`src/rtl/bip_pkg.sv`:
```
// Shared opcode constants, FSM states and mux encodings for the BIP sequencer.
package bip_pkg;

  localparam int OPC_W = 5;

  localparam logic [4:0] OPC_HLT  = 5'b00000;
  localparam logic [4:0] OPC_STO  = 5'b00001;
  localparam logic [4:0] OPC_LD   = 5'b00010;
  localparam logic [4:0] OPC_LDI  = 5'b00011;
  localparam logic [4:0] OPC_ADD  = 5'b00100;
  localparam logic [4:0] OPC_ADDI = 5'b00101;
  localparam logic [4:0] OPC_SUB  = 5'b00110;
  localparam logic [4:0] OPC_SUBI = 5'b00111;
  localparam logic [4:0] OPC_BEQ  = 5'b01000;
  localparam logic [4:0] OPC_BNE  = 5'b01001;
  localparam logic [4:0] OPC_BLT  = 5'b01010;
  localparam logic [4:0] OPC_JMP  = 5'b01011;

  typedef enum logic [1:0] {
    FETCH = 2'd0,
    EXEC  = 2'd1,
    HALT  = 2'd2
  } state_t;

  localparam logic [1:0] SEL_A_RAM = 2'd0;
  localparam logic [1:0] SEL_A_IMM = 2'd1;
  localparam logic [1:0] SEL_A_ALU = 2'd2;

  typedef enum logic [2:0] {
    BR_NONE   = 3'd0,
    BR_EQ     = 3'd1,
    BR_NE     = 3'd2,
    BR_LT     = 3'd3,
    BR_ALWAYS = 3'd4
  } branch_t;

endpackage

```
`src/rtl/bip_opcode_decoder.sv`:
```
// Pure combinational opcode decode into datapath strobes and a branch kind.
// Branch opcodes decode only when BIP_BRANCH_EN is defined; otherwise they fall to NOP.
module bip_opcode_decoder
  import bip_pkg::*;
(
  input  logic [4:0] opcode,
  output logic [1:0] sel_a,
  output logic       sel_b,
  output logic       wr_acc,
  output logic       op,
  output logic       wr_ram,
  output logic       rd_ram,
  output logic       halt,
  output logic [2:0] branch
);

  always_comb begin
    sel_a  = SEL_A_RAM;
    sel_b  = 1'b0;
    wr_acc = 1'b0;
    op     = 1'b0;
    wr_ram = 1'b0;
    rd_ram = 1'b0;
    halt   = 1'b0;
    branch = BR_NONE;
    case (opcode)
      OPC_HLT: halt = 1'b1;
      OPC_STO: wr_ram = 1'b1;
      OPC_LD: begin
        sel_a  = SEL_A_RAM;
        rd_ram = 1'b1;
        wr_acc = 1'b1;
      end
      OPC_LDI: begin
        sel_a  = SEL_A_IMM;
        wr_acc = 1'b1;
      end
      OPC_ADD, OPC_SUB: begin
        sel_a  = SEL_A_ALU;
        sel_b  = 1'b0;
        rd_ram = 1'b1;
        wr_acc = 1'b1;
        op     = (opcode == OPC_SUB);
      end
      OPC_ADDI, OPC_SUBI: begin
        sel_a  = SEL_A_ALU;
        sel_b  = 1'b1;
        wr_acc = 1'b1;
        op     = (opcode == OPC_SUBI);
      end
`ifdef BIP_BRANCH_EN
      OPC_BEQ: branch = BR_EQ;
      OPC_BNE: branch = BR_NE;
      OPC_BLT: branch = BR_LT;
      OPC_JMP: branch = BR_ALWAYS;
`endif
      default: ;
    endcase
  end

endmodule

```
`src/rtl/bip_sequencer.sv`:
```
// BIP control sequencer: FETCH/EXEC/HALT FSM owning PC and the instruction register.
// Conditional branches and JMP are enabled by the BIP_BRANCH_EN macro (see bip_opcode_decoder).
module bip_sequencer
  import bip_pkg::*;
#(
  parameter int PC_W    = 11,
  parameter int INSTR_W = 16
) (
  input  logic               CLK,
  input  logic               RESET,
  input  logic               IMEM_VALID,
  input  logic [INSTR_W-1:0] IMEM_DATA,
  input  logic               ACC_ZERO,
  input  logic               ACC_NEG,
  output logic               IMEM_REQ,
  output logic [PC_W-1:0]    PC,
  output logic [1:0]         SEL_A,
  output logic               SEL_B,
  output logic               WR_ACC,
  output logic               OP,
  output logic               WR_RAM,
  output logic               RD_RAM,
  output logic [INSTR_W-6:0] OPERAND,
  output logic               HALTED
);

  localparam int OPERAND_W = INSTR_W - OPC_W;

  state_t               state;
  state_t               state_next;
  logic [INSTR_W-1:0]   ir;
  logic [PC_W-1:0]      pc;
  logic [PC_W-1:0]      pc_next;
  logic                 load_ir;
  logic                 taken;

  logic [1:0]           dec_sel_a;
  logic                 dec_sel_b;
  logic                 dec_wr_acc;
  logic                 dec_op;
  logic                 dec_wr_ram;
  logic                 dec_rd_ram;
  logic                 dec_halt;
  logic [2:0]           dec_branch;

  bip_opcode_decoder u_decoder (
    .opcode (ir[INSTR_W-1:OPERAND_W]),
    .sel_a  (dec_sel_a),
    .sel_b  (dec_sel_b),
    .wr_acc (dec_wr_acc),
    .op     (dec_op),
    .wr_ram (dec_wr_ram),
    .rd_ram (dec_rd_ram),
    .halt   (dec_halt),
    .branch (dec_branch)
  );

  assign PC      = pc;
  assign OPERAND = ir[OPERAND_W-1:0];

  always_ff @(posedge CLK or posedge RESET) begin
    if (RESET) state <= FETCH;
    else       state <= state_next;
  end

  always_ff @(posedge CLK or posedge RESET) begin
    if (RESET) begin
      pc <= '0;
      ir <= '0;
    end else begin
      if (load_ir) ir <= IMEM_DATA;
      pc <= pc_next;
    end
  end

  // Strobes come straight from the decoder but only while in EXEC, so an
  // async reset (which forces FETCH) silences them in the same cycle.
  always_comb begin
    state_next = state;
    pc_next    = pc;
    load_ir    = 1'b0;
    taken      = 1'b0;
    IMEM_REQ   = 1'b0;
    HALTED     = 1'b0;
    SEL_A      = SEL_A_RAM;
    SEL_B      = 1'b0;
    WR_ACC     = 1'b0;
    OP         = 1'b0;
    WR_RAM     = 1'b0;
    RD_RAM     = 1'b0;
    case (state)
      FETCH: begin
        IMEM_REQ = !RESET;
        if (IMEM_VALID) begin
          load_ir    = 1'b1;
          state_next = EXEC;
        end
      end
      EXEC: begin
        SEL_A  = dec_sel_a;
        SEL_B  = dec_sel_b;
        WR_ACC = dec_wr_acc;
        OP     = dec_op;
        WR_RAM = dec_wr_ram;
        RD_RAM = dec_rd_ram;
        case (branch_t'(dec_branch))
          BR_EQ:     taken = ACC_ZERO;
          BR_NE:     taken = !ACC_ZERO;
          BR_LT:     taken = ACC_NEG;
          BR_ALWAYS: taken = 1'b1;
          default:   taken = 1'b0;
        endcase
        if (dec_halt) begin
          state_next = HALT;
        end else begin
          pc_next    = taken ? PC_W'(ir[OPERAND_W-1:0]) : pc + PC_W'(1);
          state_next = FETCH;
        end
      end
      HALT: HALTED = 1'b1;
      default: state_next = FETCH;
    endcase
  end

endmodule

```
`config.mk`:
```
export PLATFORM = sky130hd
export DESIGN_NAME = bip_sequencer
export DESIGN_NICKNAME = d
export VERILOG_FILES = /design/src/rtl/bip_pkg.sv /design/src/rtl/bip_opcode_decoder.sv /design/src/rtl/bip_sequencer.sv
export SDC_FILE = /design/constraint.sdc
export NUM_CORES = 1
export LEC_CHECK = 0
export CORE_UTILIZATION = 40
export DETAILED_ROUTE_END_ITERATION = 8
export PLACE_DENSITY = 0.8
export SLEW_MARGIN = 20
export SYNTH_ARGS = -nofsm -noshare
export SYNTH_HDL_FRONTEND = slang
export SYNTH_SLANG_ARGS = --single-unit
```
`constraint.sdc`:
```
create_clock -name CLK -period 2.8 [get_ports CLK]
set_input_delay 0.7 -clock CLK [delete_from_list [all_inputs] [get_ports CLK]]
set_output_delay 0.7 -clock CLK [all_outputs]
set_load 0.1 [all_outputs]
```
; After elaboration in Yosys (flattened, before gate mapping)
; Cells that the tools add are included.
[word_totals]
inputBits = 21
ff_bits = 29
[classes]
bitwise = 2
n_addsub = 1
eq_ne = 10
n_reduce_logical = 10
mux = 22
[ops]
columns = op, n
row1 = $eq A5 B3 Y1 const B, 4
row2 = $mux W1, 15
row3 = $add A11 B1 Y11 const B, 1
row4 = $mux W11, 1
row5 = $eq A5 B2 Y1 const B, 2
row6 = $mux W2, 3
row7 = $pmux W2 S3, 1
row8 = $reduce_or A6 Y1, 1
row9 = $eq A5 B1 Y1 const B, 1
row10 = $logic_not A5 Y1, 1
row11 = $pmux W2 S2, 1
row12 = $reduce_and A2 Y1, 2
row13 = $reduce_or A2 Y1, 2
row14 = $reduce_or A4 Y1, 1
row15 = $reduce_or A3 Y1, 1
row16 = $eq A2 B1 Y1 const B, 1
row17 = $eq A2 B2 Y1 const B, 1
row18 = $logic_not A2 Y1, 1
row19 = $ne A2 B2 Y1 const B, 1
row20 = $not A1 Y1, 2
row21 = $pmux W1 S2, 1
row22 = $logic_not A1 Y1, 1

; Longest topological paths before layout
[logic_depth]
ltp_word = 4
mapped_depth = 4
depth_no_buf = 4

; By module
; Synthesis repeated with hierarchy kept, for this count alone.
[hier_totals]
cells_unflattened = 162
area_unflattened_um2 = 1696.6
[by_module_without_submodules]
columns = mod, cells_each, seq_area_each_um2, n_inst, area_per_inst_um2
row1 = bip_sequencer, 146, 725.7, 1, 1586.5
row2 = bip_opcode_decoder, 16, 0.0, 1, 110.1

; Least setup slack after synthesis
; OpenSTA, ideal clock, no wires.
[synth_timing]
path_type = reg2out
startpoint = reg state[1]
endpoint = out RD_RAM
path_slack_ns = -2.921
n_path_buf = 0
arrival_ns = 5.021
stages_incl_launch_ff = 4
path_cell_list = dfrtp_1 > nand2b_1 > nor4_1 > nor2b_1
[synth_via]
elab_chain_len = 2
[synth_lines]
columns = item, line_no
row1 = start: declaration, bip_sequencer.sv:29  ; state_t state;
row2 = start signal: assignment, bip_sequencer.sv:63  ; else state <= state_next;
row3 = $eq A2 B1 Y1, bip_sequencer.sv:91  ; case (state)
row4 = $mux W1, bip_sequencer.sv:91
row5 = end: declaration, bip_sequencer.sv:22  ; output logic RD_RAM,
; Every way passes these cells.

; Worst setup path in the final report
[layout_timing]
startpoint = reg ir[14]
endpoint = out WR_RAM
[layout_via]
elab_chain_len = 3
[layout_lines]
columns = item, line_no
row1 = start: declaration, bip_sequencer.sv:31  ; logic [INSTR_W-1:0] ir;
row2 = start signal: assignment, bip_sequencer.sv:69  ; ir <= '0;
row3 = start signal: assignment, bip_sequencer.sv:71  ; if (load_ir) ir <= IMEM_DATA;
row4 = $eq A5 B1 Y1, bip_opcode_decoder.sv:26  ; case (opcode)
row5 = $mux W1, bip_opcode_decoder.sv:26
row6 = $mux W1, bip_sequencer.sv:91
row7 = end: declaration, bip_sequencer.sv:21  ; output logic WR_RAM,
; Every way passes these cells.

==> reports/metrics.csv <==
metric;value;unit
status;completed;
worst-r2r-setup-slack;1290;ps
hold_depth;1;
fp.dieArea;3750;µm²
crit_path_start_kind;flop;
worstPathMaxFanout;5;
slew_headroom;70.1;%
dp_hpwl;1.97;mm
die_y;61.2;µm
worstPathCellList;nor4b_1, nand2_1, nor2_1, buf_12;
grt-ovfl-total;0;
yosysSeqAreaShare;51.7;%
layout.nets;174;
postCtsSetupBuffers;0;
seq_power_share;31.6;%
report.final.hold_viol_count;0;
rsz0062_at_grt;no;
syn_nets;128;
power_switching;1070;µW
cts_buffers;5;
ios;52;
stdcell_count;198;
crit_arrival;1790;ps
slew_viol_final;0;
critical_path.top_delay_family;simple AND/OR/NAND/NOR gates;
numPortBuffers;49;
start_util;42.0;%
timing.fmax;401;MHz
drv_cap;0;
clkLatencyLatePin;310;ps
route.detailed.drc;0;
intPower;939;µW
synth_cells;106;
grt_pass1_wl;4.27;mm
antenna_found_initial;0;
pwr-share-clk;12.3;%
reg2reg_from;state[1];
setup-tns-final;0;ps
syn_area;1400;µm²
htreeDepth;2;
setup.worst_path.start;ir[14];
synthDistinctLibCells;27;
ys_ff_latch;29;
grt_pass1_vias;956;
fin_crit_sh;89.1;%
clockBufferDepth;2;
cp.depth;4;
final_antenna_net_count;0;
worstMarginPinSlew;442;ps
grt_max_degree;30;
switching_share;53.2;%
root_buffer;clkbuf_4;
drt_first_pass_iters;3;
r2r-end;PC[1];
crit_slowest_cell;dfrtp_1;
max_stage_delay;490;ps
gp_congestion;0.772;
wirelength;2.61;mm
hold_slack;476;ps
skew;5.99;ps
powerDensity;1020;nW/µm²
cts.sinks;29;
post_route_cells_drive_above_1_share;46.7;%
worst_hold_startpoint;PC[10];
dp.cells;191;
core-area;3340;µm²
wl_per_cell;13.2;µm
avgSynthCellArea;13.2;µm²
avgViaCountPerCell;4.82;
first_iter_violations;29;
placed_area;1910;µm²
yosys_warnings;0;
cp-end-kind;primary output;
dr_total_vias;954;
die_w;61.2;µm
fillers;290;
min_path_type;flop to flop;
endpoint;WR_RAM;
reg2reg_depth;3;
num_antenna_cells;0;
cts-resized-gates;0;
criticalPathCategory;flop to primary output;
stdcell_area;1970;µm²
required;2100;ps
syn_to_final_growth;40.2;%
finalSetupViolCount;0;
power.leakage;0.000894;µW
ir_drop;0.551;mV
power_frac_comb;56.1;%
crit_buf_inv;1;
clkTransAtPathRegs;80;ps
ctsHoldBuffers;0;
track_usage;16.2;%
cts_tree;yes;
fin_crit;2490;ps
rows;21;
==> power groups by stage <==
stage               Clock, µW  Sequential, µW  Combinational (µW)
global route              277             652                1170
detailed placement          0             642                1130
floorplan                   0             930                 649
global placement            0             633                1120
finish                    246             635                1120
CTS                       257             636                1130
==> worst min-delay path by stage <==
stage / end / slack, ps
final: PC[10] / 480
after global routing: PC[10] / 510
after CTS: PC[10] / 480
after detailed placement: PC[10] / 470
after global placement: PC[10] / 460
after floorplan: ir[10] / 480
==> cell usage in the layout (no fill, tap or decap), types with 2 or more instances in the layout <==
master	count
nand2_1	6
nand3_1	2
xnor2_1	7
buf_4	26
mux2_2	8
buf_12	7
clkbuf_4	5
clkdlybuf4s50_1	18
xor2_1	3
and2_4	2
nand4_1	3
mux2_4	9
dfrtp_1	29
nor2_1	3
and3_1	3
nor3_2	4
and2b_2	2
==> per-stage QoR <==
stage / worst slack (ps) / util (%) / power [µW]
global route: 138 / 58.9 / 2100
detailed placement: 566 / 57.3 / 1770
global placement: 580 / 57.3 / 1750
CTS: 271 / 58.9 / 2030
finish: 306 / 58.9 / 2010
floorplan: -581 / - / 1580
==> registers in the layout, indices dropped and copies added (netlist names) <==
name	count
ir	16
PC	11
state	2
==> cells in the mapped netlist, drive strengths merged <==
| cell | instances | area, µm² |
|---|---|---|
| xor2 | 3 | 26.3 |
| and2b | 2 | 17.5 |
| a21oi | 1 | 8.76 |
| xnor2 | 7 | 61.3 |
| dfrtp | 29 | 726 |
| mux2 | 17 | 225 |
| nand3 | 2 | 10.0 |
| nor2b | 1 | 6.26 |
| nor3b | 1 | 18.8 |
| nor3 | 5 | 40.0 |
| nand2 | 6 | 22.5 |
| nand2b | 1 | 6.26 |
| buf | 12 | 103 |
| and3 | 3 | 18.8 |
| and2 | 3 | 18.8 |
| a31o | 1 | 8.76 |
| inv | 1 | 3.75 |
| a21o | 1 | 15.0 |
| nor4 | 1 | 6.26 |
| nor4b | 1 | 8.76 |
| nand4 | 3 | 18.8 |
| nor2 | 3 | 11.3 |
| ha | 1 | 12.5 |
| and4 | 1 | 8.76 |
==> per-layer routing <==
layer  vias up  wire length [µm]  global-route usage, %
met5         -                 0                      0
met4         0                25                   9.09
met3         2               128                   4.62
met2        29              1390                   28.0
met1       474              1060                   18.0
li1        449                 -                      -
==> worst register-to-register path: stages (launching register included) <==
cell	delay (ps)
dfrtp_1	440
nand2b_1	250
a21oi_2	330
mux2_2	380
==> logic make-up (layout without fill, tap and decap cells) <==
logic type               Yosys count  in the layout  share of synthesized area [%]
AND/OR/NAND/NOR                   33             33                           15.2
multiplexers                      17             17                           16.1
adder cells (fa/ha/maj)            1              1                          0.892
buffers and inverters             13             59                           7.58
XOR/XNOR                          10             10                           6.24
AO/OA/AOI/OAI                      3              3                           2.32
flip-flops                        29             29                           51.7
==> cell type report <==
class                           count  area, µm²  share of cell area (%)
Tap cell                           46       57.6                    2.93
Multi-Input combinational cell     64        609                    31.0
Clock buffer                        7       55.1                    2.80
Sequential cell                    29        726                    36.9
Timing Repair Buffer               51        515                    26.2
Inverter                            1       3.75                   0.191
(Power assumes the default switching activity.)
